[src/rtl/alu_arbiter.sv]
// Round-robin arbiter sharing one integer ALU among NumReq requesters, with a one-entry response register.
// Optional feature: define ALU_ARB_STALL_CNT_EN to add the stall_cnt_o counter and stall_clr_i input.

package alu_arbiter_pkg;
  typedef enum logic [1:0] {
    ALUOP_ADD,
    ALUOP_BRANCH,
    ALUOP_FUNCT
  } aluop_e;
endpackage

module alu_arbiter
  import alu_arbiter_pkg::*;
#(
  parameter int NumReq = 2,
  parameter int Xlen   = 32
) (
  input  logic                   clk_i,
  input  logic                   rst_ni,
  input  logic [NumReq-1:0]      req_valid_i,
  output logic [NumReq-1:0]      req_ready_o,
  input  logic [NumReq*3-1:0]    req_funct3_i,
  input  logic [NumReq*7-1:0]    req_funct7_i,
  input  logic [NumReq-1:0]      req_itype_i,
  input  aluop_e [NumReq-1:0]    req_aluop_i,
  input  logic [NumReq*Xlen-1:0] req_a_i,
  input  logic [NumReq*Xlen-1:0] req_b_i,
  output logic [2:0]             alu_funct3_o,
  output logic [6:0]             alu_funct7_o,
  output logic                   alu_itype_o,
  output aluop_e                 alu_aluop_o,
  output logic [Xlen-1:0]        alu_a_o,
  output logic [Xlen-1:0]        alu_b_o,
  input  logic [Xlen-1:0]        alu_res_i,
  input  logic                   alu_zero_i,
  output logic [NumReq-1:0]      resp_valid_o,
  input  logic [NumReq-1:0]      resp_ready_i,
  output logic [Xlen-1:0]        resp_res_o,
`ifdef ALU_ARB_STALL_CNT_EN
  output logic                   resp_zero_o,
  input  logic                   stall_clr_i,
  output logic [31:0]            stall_cnt_o
`else
  output logic                   resp_zero_o
`endif
);

  localparam int RespIdW = (NumReq > 1) ? $clog2(NumReq) : 1;

  typedef enum logic {
    EMPTY,
    FULL
  } state_e;

  state_e               state_q, state_d;
  logic [RespIdW-1:0]   owner_q, owner_d;
  logic [RespIdW-1:0]   ptr_q, ptr_d;
  logic [Xlen-1:0]      res_q, res_d;
  logic                 zero_q, zero_d;
  logic [RespIdW-1:0]   gnt_idx;
  logic [RespIdW-1:0]   cand;
  logic                 gnt_valid;
  logic                 resp_fire;
  logic                 can_accept;
  logic                 accept;

  // Search starts at the pointer and wraps, so the last winner has lowest priority.
  always_comb begin
    gnt_valid = 1'b0;
    gnt_idx   = '0;
    cand      = '0;
    for (int i = 0; i < NumReq; i++) begin
      cand = RespIdW'((int'(ptr_q) + i) % NumReq);
      if (!gnt_valid && req_valid_i[cand]) begin
        gnt_valid = 1'b1;
        gnt_idx   = cand;
      end
    end
  end

  assign resp_fire  = (state_q == FULL) && resp_ready_i[owner_q];
  assign can_accept = (state_q == EMPTY) || resp_fire;
  assign accept     = gnt_valid && can_accept && rst_ni;

  assign req_ready_o  = accept ? (NumReq'(1) << gnt_idx) : '0;
  assign resp_valid_o = (state_q == FULL) ? (NumReq'(1) << owner_q) : '0;
  assign resp_res_o   = res_q;
  assign resp_zero_o  = zero_q;

  assign alu_funct3_o = req_funct3_i[int'(gnt_idx)*3 +: 3];
  assign alu_funct7_o = req_funct7_i[int'(gnt_idx)*7 +: 7];
  assign alu_itype_o  = req_itype_i[gnt_idx];
  assign alu_aluop_o  = req_aluop_i[gnt_idx];
  assign alu_a_o      = req_a_i[int'(gnt_idx)*Xlen +: Xlen];
  assign alu_b_o      = req_b_i[int'(gnt_idx)*Xlen +: Xlen];

  always_comb begin
    state_d = state_q;
    owner_d = owner_q;
    ptr_d   = ptr_q;
    res_d   = res_q;
    zero_d  = zero_q;
    if (accept) begin
      state_d = FULL;
      owner_d = gnt_idx;
      ptr_d   = (int'(gnt_idx) == NumReq - 1) ? '0 : RespIdW'(int'(gnt_idx) + 1);
      res_d   = alu_res_i;
      zero_d  = alu_zero_i;
    end else if (resp_fire) begin
      state_d = EMPTY;
    end
  end

  always_ff @(posedge clk_i or negedge rst_ni) begin
    if (!rst_ni) begin
      state_q <= EMPTY;
      owner_q <= '0;
      ptr_q   <= '0;
      res_q   <= '0;
      zero_q  <= 1'b0;
    end else begin
      state_q <= state_d;
      owner_q <= owner_d;
      ptr_q   <= ptr_d;
      res_q   <= res_d;
      zero_q  <= zero_d;
    end
  end

`ifdef ALU_ARB_STALL_CNT_EN
  logic [31:0] stall_cnt_q, stall_cnt_d;

  // A stall is any cycle with pending requests that accepts nothing; clear wins.
  always_comb begin
    stall_cnt_d = stall_cnt_q;
    if (stall_clr_i) begin
      stall_cnt_d = '0;
    end else if (|req_valid_i && !accept) begin
      stall_cnt_d = stall_cnt_q + 32'd1;
    end
  end

  always_ff @(posedge clk_i or negedge rst_ni) begin
    if (!rst_ni) begin
      stall_cnt_q <= '0;
    end else begin
      stall_cnt_q <= stall_cnt_d;
    end
  end

  assign stall_cnt_o = stall_cnt_q;
`endif

endmodule

[config.mk]
export PLATFORM = sky130hd
export DESIGN_NAME = alu_arbiter
export DESIGN_NICKNAME = d
export VERILOG_FILES = /design/src/rtl/alu_arbiter.sv
export SDC_FILE = /design/constraint.sdc
export NUM_CORES = 1
export LEC_CHECK = 0
export ABC_AREA = 1
export BUFFER_PORTS_ARGS = -buffer_cell sky130_fd_sc_hd__buf_4
export CAP_MARGIN = 0
export CORE_AREA = 2 2 120 122
export DETAILED_ROUTE_END_ITERATION = 10
export DIE_AREA = 0 0 122 124
export GPL_TIMING_DRIVEN = 0
export PLACE_DENSITY = 0.53
export REMOVE_ABC_BUFFERS = 1
export SKIP_LAST_GASP = 1
export SYNTH_ARGS = -nofsm -noshare
export SYNTH_HDL_FRONTEND = slang
export SYNTH_SLANG_ARGS = --single-unit
export TNS_END_PERCENT = 20
[constraint.sdc]
create_clock -name clk_i -period 3.8 [get_ports clk_i]
set_input_delay 0.76 -clock clk_i [delete_from_list [all_inputs] [get_ports clk_i]]
set_output_delay 0.76 -clock clk_i [all_outputs]
set_load 0.01 [all_outputs]
# Yosys cells after proc, flatten, opt, wreduce, memory -nomap -nowiden
# Cells that the tools add are included.
# op_classes
order_cmp	4
n_mux	19
add_sub_neg	2
bitwise_logic	1
shift	6
mul	2
reduce_logical	7
# op_table
op	n
64-bit by 7-bit indexed part select with 32-bit output	2
1-bit 2-to-1 mux	15
14-bit by 5-bit indexed part select with 7-bit output	1
1-bit by 2-bit < comparator with 1-bit output, second input constant	4
2-bit 2-to-1 mux	4
6-bit by 4-bit indexed part select with 3-bit output	1
1-bit logical AND	4
1-bit by 3-bit multiplier with 4-bit output, second input constant	1
1-bit by 1-bit left shift with 2-bit output, first input constant	2
1-bit by 2-bit multiplier with 3-bit output, second input constant	1
1-bit adder, second input constant	2
2-bit nonzero test	1
1-bit logical NOT	1
1-bit logical OR	1
1-bit NOT	1
# word_totals
input_bits	193
elab_cells	46
regBits	36
out_inout_bits	114

# Longest topological paths before layout
# Gate-level depths: netlist of run 1.
# depth
ltp_word	9
ltp_mapped	8
depth_no_buf	6

# Worst setup path after synthesis of run 1
# No wires, ideal clock.
# synth_path
path_type	input to output
startpoint	in req_valid_i[0]
endpoint	out alu_a_o[0]
required_ns	3.040
path_buffers	2
path_slack_ns	1.628
t_arrival_ns	1.412
stages	7
path_cell_list	nand2_1 -> nand2_2 -> inv_2 -> buf_4 -> buf_4 -> nand2_1 -> nand2_1
# synth_between
elab_chain_cells	7
word_cells_on_any_way	10
classes_between	shift: 1; mux: 7; reduce/logical: 2
# synth_lines
item	line_no	source
from (decl)	20	input logic [NumReq-1:0] req_valid_i,
1-bit 2-to-1 mux (not written as such) (2 in a row)	74	if (!gnt_valid && req_valid_i[cand]) begin
1-bit 2-to-1 mux	74	
1-bit logical NOT	74	
1-bit logical AND	74	
1-bit 2-to-1 mux (*)	74	
64-bit by 7-bit indexed part select with 32-bit output (*)	94	assign alu_a_o = req_a_i[int'(gnt_idx)*Xlen +: Xlen];
to (decl)	32	output logic [Xlen-1:0] alu_a_o,
# Mark *: on every way between the ends. The rest lies on a longest branch, timed or not. The select of a mux whose other input is x is not followed.

# Worst setup path in the final report of run 1
# layout_path
startpoint	in req_valid_i[0]
endpoint	out alu_a_o[15]
# Same word-level chain as after synthesis.

==> reports/results.txt, run 1 <==
Worst path slowest cell = clkinvlp_2
leakage = 3.07 nW
Yosys top cell by area = nand2_1
Place WS = -0.700 ns
buffer and inverter count on the worst path = 3
outcome = completed
crit end category = output pin
die area = 15,100 µm²
clk_skew = 0.00433 ns
Yosys warnings = 0
row count = 43
critical path cell sequence = buf_4 -> nand2_1 -> nand2_4 -> clkinvlp_2 -> nand2_1 -> nand2_1 -> buf_4
WL/cell = 14.8 µm
Clock transition at path regs = 0.06 ns
crit path DAT = 2.86 ns
initial drt markers = 122
antenna viol nets, final = 0
Required @ worst endpoint = 3.04 ns
Setup crit start = req_valid_i[0]
#FFs+latches synth = 36
Synth Flop Type = dfrtp_1
Total GRT Usage = 16.0%
worst-margin pin slew = 0.911 ns
Post-Syn Area per Cell = 5.91 µm²
CTS tree = done
hold crit path type = in -> async
Avg Vias per Cell = 4.11
gr ovfl total = 0
WS Path Type = in -> out
Clock Path Buffers = 2
Util after Layout = 36.6%
clk sink count = 36
DRT Pass-1 Iters = 4
Final Instance Count excl. Fillers = 891
Root Buffer = clkbuf_16
DR vias = 3,661
Setup crit start kind = primary input
Worst Path Max Fanout = 83
Hold Fails Final Rpt = 0
DIE HEIGHT = 124 µm
Final period util = 95.4%
top-count cell post-synth = nand2_1
grt met1 use = 18.6%
initial antenna violation count = 0
CP max stage delay = 0.82 ns
top post-synthesis cells by area = nand2_1 (47%), dfrtp_1 (37%), nand3_1 (7.1%)
nets@finish = 903
area grow syn2layout = 104%
top-area cell type share of the netlist area = 46.6%
Gate Count Post-Synth = 416
synthesized area = 2460 µm²
CTS HTree Levels = 2
pins over their slew limit = 0
width of the die = 122 µm
gr busiest metal = met2
vias in the first global route = 3,479
Setup-failing EPs final = 0
reg2reg start = ptr_q$_DFFE_PN0P_
port buffer count = 306
gp weighted congestion = 0.794
Final min period = 3.62 ns
DP HPWL = 9880 µm
drt drc = 0
# hold bufs at CTS = 0
Top delay family on crit path = buffers and inverters
GR Util met2 = 28.3%
Max Cap Viol = 0
Pwr per Cell Area = 434 nW/µm²
Inst Count DP = 877
area of the multi-input gates = 1390 µm²
share of flip-flops with an asynchronous set or reset = 100%
register area share after synthesis = 36.6%
FMAX = 276 MHz
RSZ-0062 raised after global routing = true
first-pass GRT wire length = 18,700 µm
Worst Slack Setup Final = 0.176 ns
layout cell share with drive strength beyond 1 = 45.9%
# fillers = 1,498
TritonCTS buffer count = 5
Total Routed Length = 13,200 µm
IO Count = 307
Initial Util = 17.9%
largest net degree at the start of global routing = 84
EDFF count, synth = 0
Register Area = 901 µm²
Yosys cell types = 14
Max-slew headroom = 39.2%
most frequent cells after synthesis = nand2_1 (305), dfrtp_1 (36), nand3_1 (35)
met3 usage in global routing = 5.82%
most frequent CP cell = nand2_1
Core Region = 13,700 µm²
diodes inserted = 0
Peak VDD IR = 0.184 mV
Clock Latency Late Sink = 0.27 ns
[worst paths after layout]
check                                              to  slack (ns)  depth (start not counted)
max                                       alu_a_o[15]        0.18                          7
min                        resp_res_o[25]$_DFFE_PN0P_        0.44                          1
max reg2reg                       owner_q$_DFFE_PN0P_        1.83                          6
min reg2reg                 resp_res_o[3]$_DFFE_PN0P_        0.47                          2
max in group asynchronous   resp_res_o[7]$_DFFE_PN0P_        3.03                          1
min in group clk_i          resp_res_o[3]$_DFFE_PN0P_        0.47                          2
[cell families (layout without fill, tap and decap cells)]
kind of cell	after synthesis	after routing	share of synthesized area [%]
buffers and inverters	33	328	7.23
DFF	36	36	36.6
and+or+nand+nor	347	347	56.1
[per-layer routing]
metal  share of wire, %  routed length, µm
met5                  0                  0
met4               0.97                128
met3                 10               1320
met2                 51               6770
met1                 38               4970
[repair_timing]
action	CTS	global route
resized for setup	1	1
hold endpoints to repair	0	0
setup buffers	2	0
cloned	4	0
setup endpoints to repair	78	32
[layout by cell type (no fill, tap or decap)]
cell	netlist	layout
nand3_1	35	35
inv_1	7	7
nand2_2	2	1
clkinvlp_4	0	1
nand3_4	1	1
buf_4	4	308
clkinvlp_2	0	3
nand2_4	1	2
nand2_1	305	305
clkbuf_16	0	5
nor2_4	1	1
inv_2	1	1
nor2_1	2	2
clkinv_4	0	1
dfrtp_1	36	36
clkinv_2	0	2
[sequential cells by signal, summed over array words and instances (netlist names)]
name / flops
state_q: 1
resp_res_o: 32
owner_q: 1
ptr_q: 1
resp_zero_o: 1
[worst register-to-register path, cell delays in order, from the launching register on]
cell     delay, ns
dfrtp_1       0.37
inv_1         0.05
nand2_1       0.07
nand2_4       0.63
inv_2         0.44
nand3_1       0.23
nand2_1       0.07
[power by group]
group	total (mW)	internal [mW]	switching [mW]
Clock	0.389	0.241	0.148
Sequential	0.600	0.519	0.0815
Combinational	1.19	0.568	0.622
Total	2.18	1.33	0.852
[area by class of cell]
type	count	area share, %
Multi-Input combinational cell	347	27.6
Clock inverter	3	0.374
Timing Repair inverter	4	0.449
Sequential cell	36	17.9
Tap cell	180	4.49
Timing Repair Buffer	308	46.1
Inverter	8	0.598
Clock buffer	5	2.49
[metrics by stage]
stage | area, µm² | total power, mW | TNS, ns | hold slack [ns]
floorplan | 2310 | 1.09 | 0 | 0.442
global placement | 4830 | 1.79 | -36.71 | 0.455
detailed placement | 4830 | 1.79 | -38.80 | 0.459
CTS | 5020 | 2.22 | -3.30 | 0.455
global route | 5020 | 2.36 | -0.562 | 0.475
finish | 5020 | 2.18 | 0 | 0.442
(Power assumes the default switching activity.)
==> run 2: changes to the inputs <==
CAP_MARGIN = 10   (was 0)
CORE_AREA = 2 2 118 120   (was 2 2 120 122)
DIE_AREA = 0 0 120 122   (was 0 0 122 124)
PLACE_DENSITY = 0.54   (was 0.53)
==> reports/results.txt, run 2 (synthesized netlist as in run 1, its figures left out) <==
vias in the first global route = 3,525 (was 3,479)
Clock Latency Late Sink = 0.27 ns (about the same)
Reg2Reg Setup Slack = 1.83 ns (about the same)
pins over their slew limit = 0 (unchanged)
CTS HTree Levels = 2 (unchanged)
Initial Util = 18.2% (was 17.9%)
Setup-failing EPs final = 0 (unchanged)
commonest cells after routing, fill and taps aside = buf_4 (306), nand2_1 (305), dfrtp_1 (36) (was buf_4 (308), nand2_1 (305), dfrtp_1 (36))
IO Count = 307 (unchanged)
Total Routed Length = 12,900 µm (was 13,200 µm)
Core Region = 13,500 µm² (was 13,700 µm²)
Peak VDD IR = 0.157 mV (was 0.184 mV)
max reg flops = 32 (unchanged)
Clock transition at path regs = 0.06 ns (about the same)
TritonCTS buffer count = 5 (unchanged)
Setup crit start kind = primary input (unchanged)
area grow syn2layout = 103% (was 104%)
Required @ worst endpoint = 3.04 ns (about the same)
worst-margin pin slew = 0.888 ns (was 0.911 ns)
Max Cap Viol = 0 (unchanged)
Max-slew headroom = 40.7% (was 39.2%)
initial drt markers = 212 (was 122)
gr ovfl total = 0 (unchanged)
initial antenna violation count = 0 (unchanged)
drt drc = 0 (unchanged)
nets@finish = 898 (was 903)
die area = 14,600 µm² (was 15,100 µm²)
DP HPWL = 10,400 µm (was 9880 µm)
WS Path Type = in -> out (unchanged)
DRT Pass-1 Iters = 4 (unchanged)
RSZ-0062 raised after global routing = false (was true)
Final period util = 89.4% (was 95.4%)
# hold bufs at CTS = 0 (unchanged)
port buffer count = 306 (unchanged)
Setup crit start = req_valid_i[0] (unchanged)
diodes inserted = 0 (unchanged)
row count = 43 (unchanged)
Util after Layout = 37.0% (was 36.6%)
r2r endpoint = owner_q$_DFFE_PN0P_ (unchanged)
WL/cell = 14.5 µm (was 14.8 µm)
Clock Path Buffers = 2 (unchanged)
Avg Vias per Cell = 4.13 (was 4.11)
clk_skew = 0.00524 ns (was 0.00433 ns)
Total GRT Usage = 16.3% (was 16.0%)
width of the die = 120 µm (was 122 µm)
clk sink count = 36 (unchanged)
antenna viol nets, final = 0 (unchanged)
Root Buffer = clkbuf_16 (unchanged)
leakage = 3.07 nW (about the same)
crit path DAT = 2.64 ns (was 2.86 ns)
layout cell share with drive strength beyond 1 = 45.5% (was 45.9%)
reg2reg start = ptr_q$_DFFE_PN0P_ (unchanged)
placed inst area = 4850 µm² (was 4830 µm²)
CTS tree = done (unchanged)
Hold Fails Final Rpt = 0 (unchanged)
DR vias = 3,657 (was 3,661)
outcome = completed (unchanged)
Worst Path Max Fanout = 78 (was 83)
first-pass GRT wire length = 18,600 µm (was 18,700 µm)
Pwr per Cell Area = 435 nW/µm² (was 434 nW/µm²)
cell area after layout = 5000 µm² (was 5020 µm²)
hold crit path type = in -> async (unchanged)
FMAX = 294 MHz (was 276 MHz)
largest net degree at the start of global routing = 79 (was 84)
gp weighted congestion = 0.777 (was 0.794)
Final min period = 3.40 ns (was 3.62 ns)
crit end category = output pin (unchanged)
DIE HEIGHT = 122 µm (was 124 µm)
R2R depth = 6 (unchanged)
most common cell after layout, fill and taps aside = buf_4 (unchanged)
-- run 2: changes by cell type in the layout (fill, tap and decap cells not counted), sizes merged --
cell / before / now
clkinvlp: 4 / 0
buf: 308 / 307
-- run 2: stage by stage --
step	TNS [ns]	worst slack, ns	hold WS, ns	std cells	power (mW)
floorplan	0	0.483	0.442	391	1.09
global placement	-37.91	-0.717	0.456	877	1.79
detailed placement	-0.105	-0.0618	0.458	878	1.81
CTS	0	0.368	0.457	886	2.22
global route	0	0.222	0.479	886	2.35
finish	0	0.403	0.445	886	2.17
-- run 2: layer usage --
metal	track usage (%)	wire [µm]
met1	21.5	5300
met2	26.0	6230
met3	5.24	1190
met4	3.46	166
met5	0	0
-- run 2: worst max-delay path by stage --
stage,end,slack (ns),cells after the start
2_1_floorplan,req_ready_o[1],0.48,5
3_3_place_gp,alu_b_o[27],-0.72,7
3_5_place_dp,alu_b_o[27],-0.06,7
4_1_cts,alu_b_o[27],0.37,7
5_1_grt,alu_b_o[27],0.22,7
6_report,alu_b_o[27],0.40,7
-- run 2: timing repair --
| item | CTS | global route |
|---|---|---|
| setup buffers | 0 | 0 |
| gates resized for setup | 1 | 0 |
| endpoints found under the setup margin | 3 | 0 |
-- run 2: layout make-up --
type	instances	area (µm²)
fillers	1449	8500
repair buffers	307	2320
multi-input cells	347	1380
flip-flops and latches	36	901
well taps	180	225
clock buffers	5	125
inverters	8	32.5
clock inverters	3	18.8
-- run 2: worst max-delay path, cell delays in order --
cell and delay (ns):
buf_4 0.11, nand2_1 0.07, nand2_2 0.39, inv_4 0.72
nand2_1 0.28, nand2_1 0.14, buf_4 0.13
-- run 2: where the power goes --
part / leakage, nW / internal (mW) / switching, mW
registers: 0.443 / 0.519 / 0.0806
logic: 2.55 / 0.568 / 0.617
clock network: 0.0736 / 0.241 / 0.149
total: 3.07 / 1.33 / 0.847
